`src/rtl/bf16_div_seq_pkg.sv`:
```
// Shared types, constants and rounding helper for the sequential bfloat16 divider.
// Imported by the divider top and its restoring-step sub-module.
package bf16_div_seq_pkg;

  localparam int BF16_EXP_W  = 8;
  localparam int BF16_FRAC_W = 7;
  localparam int BF16_BIAS   = 127;
  localparam logic [15:0] BF16_QNAN = 16'h7FC0;
  localparam logic [BF16_EXP_W-1:0] BF16_INF_EXP = 8'hFF;

  typedef struct packed {
    logic                   sign;
    logic [BF16_EXP_W-1:0]  exp;
    logic [BF16_FRAC_W-1:0] frac;
  } bf16_t;

  typedef enum logic [2:0] {
    IDLE   = 3'd0,
    LOAD   = 3'd1,
    DIVIDE = 3'd2,
    ROUND  = 3'd3,
    DONE   = 3'd4
  } div_state_e;

  // Round-to-nearest-even increment decision.
  function automatic logic rne_inc(input logic lsb, input logic guard, input logic sticky);
    return guard & (lsb | sticky);
  endfunction

endpackage

```
`src/rtl/bf16_div_seq_frac_div_step.sv`:
```
// One combinational restoring-division step: subtract the divisor when it fits,
// emit the quotient bit and return the doubled partial remainder.
module frac_div_step #(
  parameter int RW = 9,
  parameter int MW = 8
) (
  input  logic [RW-1:0] rem,
  input  logic [MW-1:0] m2,
  output logic [RW-1:0] next_rem,
  output logic          q_bit
);

  logic [RW:0]   trial_s;
  logic [RW-1:0] keep_s;

  // Trial subtraction; the borrow bit decides the quotient digit.
  always_comb begin
    trial_s  = {1'b0, rem} - {{(RW + 1 - MW){1'b0}}, m2};
    q_bit    = ~trial_s[RW];
    keep_s   = q_bit ? trial_s[RW-1:0] : rem;
    next_rem = RW'({keep_s, 1'b0});
  end

endmodule

```
`src/rtl/bf16_div_seq.sv`:
```
// Multi-cycle bfloat16 divider with start/busy/done handshake, restoring radix-2
// mantissa division and round-to-nearest-even at fixed latency for every operand class.
module bf16_div_seq
  import bf16_div_seq_pkg::*;
#(
  parameter int EXP_WIDTH  = 8,
  parameter int FRAC_WIDTH = 7
) (
  input  logic                  clk_i,
  input  logic                  rst_i,
  input  logic                  start_i,
  output logic                  busy_o,
  output logic                  done_o,
  input  logic                  op1_sign,
  input  logic [EXP_WIDTH-1:0]  op1_exp,
  input  logic [FRAC_WIDTH-1:0] op1_frac,
  input  logic                  op2_sign,
  input  logic [EXP_WIDTH-1:0]  op2_exp,
  input  logic [FRAC_WIDTH-1:0] op2_frac,
  output logic                  op3_sign,
  output logic [EXP_WIDTH-1:0]  op3_exp,
  output logic [FRAC_WIDTH-1:0] op3_frac,
  output logic                  overflow
);

  localparam int MW = FRAC_WIDTH + 1;
  localparam int RW = FRAC_WIDTH + 2;
  localparam int QW = FRAC_WIDTH + 3;
  localparam int EW = EXP_WIDTH + 2;
  localparam int CW = $clog2(QW);
  localparam logic [EW-1:0] BIAS_E   = EW'((1 << (EXP_WIDTH - 1)) - 1);
  localparam logic [EW-1:0] ONES_E   = EW'((1 << EXP_WIDTH) - 1);
  localparam logic [EW-1:0] ONE_E    = EW'(1);
  localparam logic [CW-1:0] LAST_CNT = CW'(QW - 1);

  div_state_e state_r, state_s;
  logic [CW-1:0]         cnt_r;
  logic                  a_sign_r, b_sign_r;
  logic [EXP_WIDTH-1:0]  a_exp_r, b_exp_r;
  logic [FRAC_WIDTH-1:0] a_frac_r, b_frac_r;
  logic                  sign_r, nan_r, dz_r, zero_r;
  logic [EW-1:0]         exp_r;
  logic [MW-1:0]         m2_r;
  logic [RW-1:0]         rem_r;
  logic [QW-1:0]         quo_r;

  logic [RW-1:0]         next_rem_s;
  logic                  q_bit_s;
  logic [FRAC_WIDTH-1:0] fr_s;
  logic                  guard_s, sticky_s;
  logic [FRAC_WIDTH:0]   fr_rnd_s;
  logic [EW-1:0]         e_norm_s, e_fin_s;
  logic                  res_sign_s, res_ovf_s;
  logic [EXP_WIDTH-1:0]  res_exp_s;
  logic [FRAC_WIDTH-1:0] res_frac_s;

  frac_div_step #(.RW(RW), .MW(MW)) u_step (
    .rem      (rem_r),
    .m2       (m2_r),
    .next_rem (next_rem_s),
    .q_bit    (q_bit_s)
  );

  // FSM state register.
  always_ff @(posedge clk_i or posedge rst_i) begin
    if (rst_i) state_r <= IDLE;
    else       state_r <= state_s;
  end

  // FSM next-state logic.
  always_comb begin
    state_s = state_r;
    case (state_r)
      IDLE:    if (start_i) state_s = LOAD; else state_s = IDLE;
      LOAD:    state_s = DIVIDE;
      DIVIDE:  if (cnt_r == LAST_CNT) state_s = ROUND; else state_s = DIVIDE;
      ROUND:   state_s = DONE;
      DONE:    state_s = IDLE;
      default: state_s = IDLE;
    endcase
  end

  // Normalize, round and resolve special cases from the finished quotient.
  always_comb begin
    fr_s       = '0;
    guard_s    = 1'b0;
    sticky_s   = 1'b0;
    e_norm_s   = exp_r;
    res_sign_s = sign_r;
    res_exp_s  = '0;
    res_frac_s = '0;
    res_ovf_s  = 1'b0;
    // A quotient below 1.0 carries its hidden bit one place lower.
    if (quo_r[QW-1]) begin
      fr_s     = quo_r[QW-2 -: FRAC_WIDTH];
      guard_s  = quo_r[1];
      sticky_s = quo_r[0] | (|rem_r);
      e_norm_s = exp_r;
    end else begin
      fr_s     = quo_r[QW-3 -: FRAC_WIDTH];
      guard_s  = quo_r[0];
      sticky_s = |rem_r;
      e_norm_s = exp_r - ONE_E;
    end
    // Carry out of the fraction means the mantissa rounded up to 2.0.
    fr_rnd_s = {1'b0, fr_s} + {{FRAC_WIDTH{1'b0}}, rne_inc(fr_s[0], guard_s, sticky_s)};
    e_fin_s  = e_norm_s + {{(EW - 1){1'b0}}, fr_rnd_s[FRAC_WIDTH]};
    if (nan_r) begin
      res_sign_s = 1'b0;
      res_exp_s  = '1;
      res_frac_s = FRAC_WIDTH'(1) << (FRAC_WIDTH - 1);
      res_ovf_s  = 1'b1;
    end else if (dz_r) begin
      res_exp_s  = '1;
      res_ovf_s  = 1'b1;
    end else if (zero_r) begin
      res_exp_s  = '0;
      res_ovf_s  = 1'b0;
    end else if (!e_fin_s[EW-1] && (e_fin_s >= ONES_E)) begin
      res_exp_s  = '1;
      res_ovf_s  = 1'b1;
    end else if (e_fin_s[EW-1] || (e_fin_s == '0)) begin
      res_exp_s  = '0;
      res_ovf_s  = 1'b0;
    end else begin
      res_exp_s  = e_fin_s[EXP_WIDTH-1:0];
      res_frac_s = fr_rnd_s[FRAC_WIDTH-1:0];
      res_ovf_s  = 1'b0;
    end
  end

  // Operand capture, iteration datapath and registered results.
  always_ff @(posedge clk_i or posedge rst_i) begin
    if (rst_i) begin
      cnt_r    <= '0;
      a_sign_r <= 1'b0;
      b_sign_r <= 1'b0;
      a_exp_r  <= '0;
      b_exp_r  <= '0;
      a_frac_r <= '0;
      b_frac_r <= '0;
      sign_r   <= 1'b0;
      nan_r    <= 1'b0;
      dz_r     <= 1'b0;
      zero_r   <= 1'b0;
      exp_r    <= '0;
      m2_r     <= '0;
      rem_r    <= '0;
      quo_r    <= '0;
      busy_o   <= 1'b0;
      done_o   <= 1'b0;
      op3_sign <= 1'b0;
      op3_exp  <= '0;
      op3_frac <= '0;
      overflow <= 1'b0;
    end else begin
      case (state_r)
        IDLE: begin
          if (start_i) begin
            a_sign_r <= op1_sign;
            a_exp_r  <= op1_exp;
            a_frac_r <= op1_frac;
            b_sign_r <= op2_sign;
            b_exp_r  <= op2_exp;
            b_frac_r <= op2_frac;
            busy_o   <= 1'b1;
          end
        end
        LOAD: begin
          nan_r  <= (&a_exp_r) | (&b_exp_r);
          dz_r   <= (b_exp_r == '0);
          zero_r <= (a_exp_r == '0);
          sign_r <= a_sign_r ^ b_sign_r;
          exp_r  <= {2'b00, a_exp_r} - {2'b00, b_exp_r} + BIAS_E;
          m2_r   <= {1'b1, b_frac_r};
          rem_r  <= {1'b0, 1'b1, a_frac_r};
          quo_r  <= '0;
          cnt_r  <= '0;
        end
        DIVIDE: begin
          rem_r <= next_rem_s;
          quo_r <= {quo_r[QW-2:0], q_bit_s};
          cnt_r <= (cnt_r == LAST_CNT) ? '0 : cnt_r + CW'(1);
        end
        ROUND: begin
          op3_sign <= res_sign_s;
          op3_exp  <= res_exp_s;
          op3_frac <= res_frac_s;
          overflow <= res_ovf_s;
          done_o   <= 1'b1;
          busy_o   <= 1'b0;
        end
        DONE: begin
          done_o <= 1'b0;
        end
        default: begin
          done_o <= 1'b0;
          busy_o <= 1'b0;
        end
      endcase
    end
  end

endmodule

```
`config.mk`:
```
export PLATFORM = sky130hd
export DESIGN_NAME = bf16_div_seq
export DESIGN_NICKNAME = d
export VERILOG_FILES = /design/src/rtl/bf16_div_seq_pkg.sv /design/src/rtl/bf16_div_seq_frac_div_step.sv /design/src/rtl/bf16_div_seq.sv
export SDC_FILE = /design/constraint.sdc
export NUM_CORES = 1
export LEC_CHECK = 0
export ABC_AREA = 1
export CAP_MARGIN = 20
export CORE_MARGIN = 4
export CORE_UTILIZATION = 40
export DETAILED_ROUTE_END_ITERATION = 16
export SYNTH_ARGS = -nofsm -noshare
export SYNTH_HDL_FRONTEND = slang
export SYNTH_SLANG_ARGS = --single-unit
```
`constraint.sdc`:
```
create_clock -name clk_i -period 3.2 [get_ports clk_i]
set_input_delay 0.32 -clock clk_i [delete_from_list [all_inputs] [get_ports clk_i]]
set_output_delay 0.32 -clock clk_i [all_outputs]
set_load 0.01 [all_outputs]
```
Word-level counts from Yosys, hierarchy flattened. Cells that the tools add are included.

Bitwise logic cells: 7. Equality and inequality tests: 6. Muxes and demuxes: 30. Reductions and logical operators: 15. Add/subtract/negate cells: 7. Magnitude comparators: 1.

Operators with widths (count): 2-to-1 mux 8 bit (6); 2-to-1 mux 7 bit (6); one-hot mux 10 bit (2 select lines) (1); one-hot mux 9 bit (2 select lines) (1); logical NOT 8 bit (2); AND reduction 8 bit (2); one-hot mux 3 bit (4 select lines) (1); adder 10 x 1 -> 10 bit (1); adder 9 x 8 -> 10 bit (second input constant) (1); greater-or-equal comparator 10 x 8 -> 1 bit (second input constant) (1); logical NOT 10 bit (1); 2-to-1 mux 1 bit (10); 2-to-1 mux 10 bit (1); subtractor 10 x 1 -> 10 bit (second input constant) (1); subtractor 9 x 8 -> 10 bit (1); OR reduction 9 bit (1); subtractor 8 x 8 -> 9 bit (1); adder 7 x 1 -> 8 bit (1); one-hot mux 4 bit (2 select lines) (1); == test 3 x 2 -> 1 bit (second input constant) (2); OR reduction 3 bit (2); adder 4 x 1 -> 4 bit (second input constant) (1); == test 4 bit (second input constant) (1); 2-to-1 mux 4 bit (1); 14 further kinds (19).

Logic and storage cells: 88. Input port bits: 35. Register bits: 99. Output and inout bits: 19.

Depth between registers and ports, before layout.
Word-level depth: 14. Gate-level depth with buffers: 25. Depth with buffers taken out: 25.

Modules after synthesis. Synthesis repeated with hierarchy kept, for this count alone.

Cell total of the unflattened synthesis: 738. Area total of the unflattened synthesis: 5830.6 sq um.

By module, submodules not included: bf16_div_seq (area each 5221.3 sq um, seq. area each 2477.4 sq um, times used 1, cells each 630); frac_div_step (area each 609.3 sq um, seq. area each 0.0 sq um, times used 1, cells each 108).

Worst setup path after synthesis. No wires, ideal clock.

Path kind: reg-to-reg. Start: register quo_r[9]. End: register op3_frac[0]. Path buffers: 1. Setup time: 0.074 ns. Cell stages (with the launch flop): 22. Arrival time: 2.904 ns. Period minus slack after synthesis: 2.978 ns. Required time: 3.126 ns. Slack: 0.222 ns. Cells stage by stage: dfrtp_1 buf_2 o21ai_0 nand3_1 nor2_1 nand2_1 or2_2 nor2_1 ha_1 ha_1 inv_1 a21oi_2 nand3_1 inv_1 nand2_1 nand2_1 nand2_1 inv_2 nand2_1 nor2_2 nand3_4 o21ai_2.

Cells in the longest elaborated chain, start to end: 12. Elaborated cells on any way between the ends: 18. Those cells by class: add/sub (2); order compare (1); mux (9); bitwise (2); reduce/logical (4).

Ends and longest elaborated chain: start, declared (RTL line bf16_div_seq.sv:45) `logic [QW-1:0] quo_r;`; start signal, assigned (RTL line bf16_div_seq.sv:182) `quo_r <= {quo_r[QW-2:0], q_bit_s};`; branches (longest 8 deep; another with adder 10 x 1 -> 10 bit); 2-to-1 mux 7 bit * (RTL line bf16_div_seq.sv:119) `end else if (!e_fin_s[EW-1] && (e_fin_s >= ONES_E)) begin`; 2-to-1 mux 7 bit * (RTL line bf16_div_seq.sv:116) `end else if (zero_r) begin`; 2-to-1 mux 7 bit * (RTL line bf16_div_seq.sv:113) `end else if (dz_r) begin`; 2-to-1 mux 7 bit * (RTL line bf16_div_seq.sv:108) `if (nan_r) begin`; end signal, assigned (RTL line bf16_div_seq.sv:188) `op3_frac <= res_frac_s;`; end, declared (RTL line bf16_div_seq.sv:22) `output logic [FRAC_WIDTH-1:0] op3_frac,`.

Mark *: on every way between the ends. A chain may end at the register's enable or synchronous reset.

Worst setup path in the final report. Same ends and word-level chain as after synthesis.

==> run_results.csv <==
group,metric,value,unit
run_status,status,"completed",
worst_setup_path,worstPathMaxFanout,6,
worst_setup_path,crit_start,"quo_r[9]$_DFFE_PP0P_",
power,p_clk_frac,0.140,
worst_setup_path,critPathCaptureType,"register",
die,initial_utilization,0.409,
die,die-area,0.0162,mm2
worst_setup_path,r2r_start,"quo_r[9]$_DFFE_PP0P_",
power,p_leak,3.14,nW
detailed_routing,first_pass_iters,4,
synthesis,netlist.area_leader.share,0.436,
synthesis,synth_top_family_by_area,"simple AND/OR/NAND/NOR gates",
detailed_routing,wl_met2,5.74,mm
timing,fin_crit_sh,0.938,
power,swShare,0.453,
synthesis,synth_compound_area_frac,0.141,
timing,final-hold-violation-count,0,
synthesis,synthAdderAreaFrac,0.0577,
die,ioPinCount,54,
clock_tree,cts_made_buffers,9,
min_path,hold_class,"in -> async",
placed_design,hpwlAfterDp,9.31,mm
global_route,grt_usage,0.161,
timing,min_period,3000,ps
synthesis,synth_seq_cells,99,
layout,diodes,0,
detailed_routing,met1Wirelength,5.95,mm
detailed_routing,dr_wl_met3,534,um
worst_setup_path,crit_family,"simple AND/OR/NAND/NOR gates",
layout,n_fill_cell,1362,
global_route,grt_overflow,0,
synthesis,syn_area,0.00568,mm2
clock_tree,path_clk_slew,70,ps
power,p_int,4.10,mW
worst_setup_path,cp-start-kind,"register",
worst_setup_path,crit_required,3440,ps
timing,relSlewSlack,0.563,
die,die_height,127,um
timing,setup_viol,0,
synthesis,avgSynthCellArea,8.07,um2
flow_run,cap_viol_max_count,0,
power,power_per_cell_area,1090,mW/mm2
layout,synthToLayoutAreaGrowth,20.8,%
worst_setup_path,cp.depth,22,
clock_tree,clk_latency,350,ps
die,die_x,127,um
timing,hold_ws,414,ps
layout,final_cell_mix,"nand2_1, dfrtp_1, inv_1",
synthesis,synthCells,704,
layout,multiInputGateArea,0.00284,mm2
layout,layout.cells.most_common,"nand2_1",
placed_design,io_buffers,53,
synthesis,yosys.area_share.simple,0.232,
power,pwr-share-seq,0.294,
synthesis,post_synth_xor_area_fraction,0.0247,
clock_tree,cts_tree,"yes",
worst_setup_path,crit_top_cell,"nand2_1",
synthesis,synth_area_leaders,"dfrtp_1, nand2_1, inv_1",
detailed_routing,top_layer_used,"met4",
global_route,antenna_found_initial,0,
synthesis,synth.distinct_cells,42,
detailed_routing,dr.first_iter.drc_count,183,
detailed_routing,via_count,4769,
placed_design,globalplace.congestion,0.855,
global_route,grt_max_degree,54,
layout,finalNetCount,825,
power,peakVddDrop,419,uV
synthesis,async_flop_share,1.00,
timing,maxSlewViolCount,0,
power,combPwrFrac,0.567,
detailed_routing,vias_per_cell,5.02,
detailed_routing,drc,0,
global_route,first_global_vias,4682,
synthesis,muxShareOfSynthArea,0.0317,
synthesis,synth_edf_count,0,
worst_setup_path,slowest_stage,"dfrtp_2",
synthesis,synth_fp_nets,764,
clock_tree,cts.hold.buffers_added,0,
power,power_switching,3.40,mW
clock_tree,h-tree-depth,3,
timing,setup-tns-final,0,ps
worst_setup_path,crit_chain,"nand2_1, o21ai_2, nor2_2, nand3_2, nor2_1, nand2_1, or2_4, nor2_2, ha_2, inv_1, nor2_4, nand2_1, inv_2, nand3_2, nor2_1, nand2_1, nand2_1, inv_2, nor2_2, nor2_4, nand3_4, o21ai_2",
detailed_routing,routed_wl,12.4,mm
synthesis,ys.flop_type,"dfrtp_1",
detailed_routing,wl_per_cell,13.1,um
worst_setup_path,cpPeakStageDelay,440,ps
clock_tree,cts_root_buf,"clkbuf_16",
clock_tree,cts.sinks,99,
worst_setup_path,worst-setup-path-type,"reg -> reg",
clock_tree,ctsLongestPathBuffers,2,
layout,regArea,0.00248,mm2
layout,drive_above_1_share,0.138,
timing,skew,9.38,ps
synthesis,yosysSeqAreaShare,0.436,
worst_setup_path,cp.arrival,3250,ps
synthesis,synth_warnings,0,
layout,final_util,0.494,
detailed_routing,ant_nets,0,
worst_setup_path,ff2ff_path_depth,22,
die,core_area,0.0139,mm2
global_route,grt_pass1_wl,21.4,mm
timing,tightest_slew,656,ps
synthesis,yosys.area.top_type,"dfrtp_1",
worst_setup_path,timing.critical_path.buf_inv,3,
timing,fmaxAchievable,0.333,GHz
die,rows,43,
power groups by stage:
stage / clock (mW) / combinational, mW / sequential, mW
finish: 1.05 / 4.25 / 2.20
floorplan: 0 / 3.13 / 2.16
global route: 1.13 / 4.85 / 2.28
CTS: 1.07 / 4.17 / 2.20
global placement: 0 / 4.05 / 2.20
detailed placement: 0 / 4.14 / 2.22
stage by stage:
| step | instances | power, mW | cell area [um2] | setup slack, ps |
|---|---|---|---|---|
| 4_1_cts | 945 | 7.44 | 6750 | 58.9 |
| 2_1_floorplan | 704 | 5.29 | 5680 | 222 |
| 5_1_grt | 950 | 8.26 | 6860 | -89.2 |
| 6_report | 950 | 7.50 | 6860 | 198 |
| 3_5_place_dp | 929 | 6.36 | 6470 | 80.3 |
| 3_3_place_gp | 929 | 6.24 | 6470 | 167 |
registers in the layout (all words and copies together) (netlist names), 3 cells and up:
name / cells
a_exp_r: 8
a_frac_r: 7
b_exp_r: 8
b_frac_r: 7
cnt_r: 4
exp_r: 10
m2_r: 8
op3_exp: 8
op3_frac: 7
quo_r: 10
rem_r: 9
state_r: 3
layout make-up:
class / count / area share
Inverter: 97 / 0.0534
Timing Repair Buffer: 68 / 0.0979
Tap cell: 180 / 0.0328
Sequential cell: 99 / 0.361
Multi-Input combinational cell: 490 / 0.414
Clock inverter: 4 / 0.00510
Clock buffer: 12 / 0.0359
cells by family (layout without fill, tap and decap cells):
| logic type | after synthesis | count (layout) |
|---|---|---|
| XOR/XNOR | 16 | 16 |
| adder cells (fa/ha/maj) | 25 | 25 |
| multiplexers | 16 | 16 |
| AO/OA/AOI/OAI | 137 | 137 |
| flip-flops | 99 | 99 |
| AND/OR/NAND/NOR | 296 | 296 |
| buffers and inverters | 115 | 181 |
synthesized netlist by cell type (7+ instances only):
cell type,instances
o22ai_1,13
nand4_1,13
xor2_1,8
ha_1,23
inv_2,8
a21oi_1,46
nand3_1,32
inv_1,88
mux2_2,16
nor2_2,7
clkbuf_1,15
nor2_1,63
xnor2_1,8
nand2_1,150
nor3_1,8
dfrtp_1,99
o21ai_0,50
final timing paths:
kind	to	slack (ps)
hold / removal	exp_r[8]$_DFFE_PP0P_	410
setup / recovery	op3_frac[0]$_DFFE_PP0P_	200
max in group asynchronous	quo_r[9]$_DFFE_PP0P_	2080
setup reg to reg	op3_frac[0]$_DFFE_PP0P_	200
hold reg to reg	m2_r[7]$_DFFE_PP0P_	470
min in group clk_i	m2_r[7]$_DFFE_PP0P_	470
per-layer routing:
metal  global-route usage  vias up
met3               0.0460       15
met1                0.214     2230
li1                     -     2429
met2                0.257       95
met4               0.0492        0
met5                    0        -
what timing repair did:
item,CTS,global route
resized for setup,0,25
endpoints found under the hold margin,0,0
buffers inserted,0,3
setup endpoints to repair,0,16
Power figures use the tool's default switching activity.
==> variant, RTL diff (same settings) <==
Change the parameter `EXP_WIDTH` from 8 to 9.
--- a/src/rtl/bf16_div_seq.sv
+++ b/src/rtl/bf16_div_seq.sv
@@ -4,5 +4,5 @@
   import bf16_div_seq_pkg::*;
 #(
-  parameter int EXP_WIDTH  = 8,
+  parameter int EXP_WIDTH  = 9,
   parameter int FRAC_WIDTH = 7
 ) (
Ports: changed (resized op1_exp, op2_exp and op3_exp); port bits go from 54 to 57. No check against the original RTL was run, so the function may have changed too.
==> variant against the unedited design <==
  * Worst hold slack improved by 0.020 ns
  * Critical path depth decreased by 1
  * Maximum frequency increased by 0.34%
  * Wire length increased by 9.4%
  * Power increased by 7.3%
  * Final area increased by 7.7%
  * Utilization increased by 0.83 points
  * Area after synthesis increased by 6.9%
  * Sequential cell count increased by 4
  * Synthesized cell count increased by 7.7%
  * First-iteration DRC count increased by 27%
  * Worst setup slack improved by 0.010 ns
  * Non-clock buffer count increased by 10
  * Critical path type unchanged
  * Highest routed layer unchanged
==> variant: results <==
metrics = {
    "layout": {
        "fin_nets": 891,
        "reg.largest.list": "exp_r (11), quo_r (10)",
        "final_layout_size_suffix_gt1_share_pct": 15.7,
    },
    "placed_design": {
        "post_dp_cell_area_sq_um": 6890,
        "dp_cells": 990,
        "dp_hpwl_um": 10000,
        "gp_congestion": 0.949,
    },
    "yosys": {
        "yosys-top-cells-area": "dfrtp_1 42%, nand2_1 9.2%, inv_1 6.9%",
        "yosysSeqAreaShare_pct": 42.5,
        "synthFlopType": "dfrtp_1",
        "synthCells": 758,
        "synth-xor-area-share_pct": 3.73,
        "synthAdderAreaFrac_pct": 5.61,
        "syn_nets": 821,
        "synth.distinct_cells": 44,
        "yosys-top-cells-count": "148 x nand2_1, 111 x inv_1, 103 x dfrtp_1",
        "synth_mux_area_share_pct": 2.97,
        "synth-compound-area-share_pct": 11.9,
    },
    "drt": {
        "wl_um": 13600,
        "first_pass_iters": 4,
        "via_per_inst": 5.01,
        "drt_iter0_drc": 232,
        "dr_total_vias": 5092,
    },
    "grt": {
        "grt_pass1_wl_um": 23900,
        "grt_use_total_pct": 16.4,
    },
    "timing": {
        "fin_worst_skew_ns": 0.00629,
        "relSlewSlack_pct": 55.5,
    },
    "power_and_ir_drop": {
        "leakage_nw": 3.47,
        "swShare_pct": 46.0,
        "peakVddDrop_mv": 0.440,
    },
    "worst_setup_path": {
        "crit_arrival_ns": 3.24,
        "crit_path_max_incr_delay_ns": 0.47,
    },
    "status": {
        "status": "finished, final reports clean",
    },
}
-- variant: cell types whose count changed in the layout (fill, tap and decap cells not counted), moves of 5 or more --
cell     before  now
nand3_1      28   36
or2_2         3   11
o21ai_2       8    3
xor2_1        8   20
nor2_1       59   54
nand2_1     147  141
nand3_2       6   12
buf_4        12   18
inv_1        86  109
-- variant: area by class of cell --
type / instances / area, sq um
clock inverter: 6 / 41.3
sequential: 103 / 2580
multi-input combinational: 518 / 3100
timing repair buffer: 78 / 749
tap: 184 / 230
clock buffer: 10 / 239
inverter: 118 / 448
fill: 1392 / 7310
-- variant: worst paths after layout --
kind	from	endpoint	slack [ns]	cells past startpoint
max reg2reg	quo_r[9]	op3_exp[0]	0.21	21
min in group clk_i	m2_r[7]	m2_r[7]	0.45	2
max in group asynchronous	rst_i	exp_r[6]	2.06	3
min reg2reg	m2_r[7]	m2_r[7]	0.45	2
min	rst_i	op3_exp[8]	0.43	2
max	quo_r[9]	op3_exp[0]	0.21	21
-- variant: kinds of logic (layout without fill, tap and decap cells) --
| kind of cell | after synthesis | in the layout |
|---|---|---|
| fa+ha+maj | 26 | 26 |
| compound gates | 129 | 129 |
| flops | 103 | 103 |
| mux | 16 | 16 |
| simple gates | 322 | 322 |
| buf+inv | 137 | 212 |
| xor+xnor | 25 | 25 |
-- variant: repair_timing --
item,4_1_cts,5_1_grt
buffers inserted,0,12
setup endpoints to repair,0,17
resized for setup,0,46
hold endpoints to repair,0,0
-- variant: through the flow --
stage | hold slack, ns | setup slack, ns
2_1_floorplan | 0.426 | 0.0766
3_3_place_gp | 0.445 | 0.194
3_5_place_dp | 0.441 | 0.0898
4_1_cts | 0.453 | 0.0775
5_1_grt | 0.486 | -0.0375
6_report | 0.434 | 0.208
-- variant: worst max-delay path: cells and delay by family, from the launching register on --
kind	cells	cell delay (ns)
AND/OR/NAND/NOR	15	1.65
flip-flops	1	0.47
adder cells (fa/ha/maj)	2	0.43
buffers and inverters	3	0.29
AO/OA/AOI/OAI	1	0.05
-- variant: per-layer routing --
layer | wire (um) | share of wire [%] | global-route usage, %
met1 | 6480 | 48 | 22.3
met2 | 6170 | 45 | 25.8
met3 | 674 | 5.0 | 4.28
met4 | 246 | 1.8 | 5.02
met5 | 0 | 0 | 0
-- variant: power by group through the flow --
| stage | combinational [mW] | sequential (mW) | clock [mW] |
|---|---|---|---|
| after floorplan | 3.36 | 2.25 | 0 |
| after global placement | 4.31 | 2.29 | 0 |
| after detailed placement | 4.44 | 2.31 | 0 |
| after CTS | 4.47 | 2.29 | 1.09 |
| after global routing | 5.40 | 2.37 | 1.15 |
| final | 4.70 | 2.29 | 1.05 |
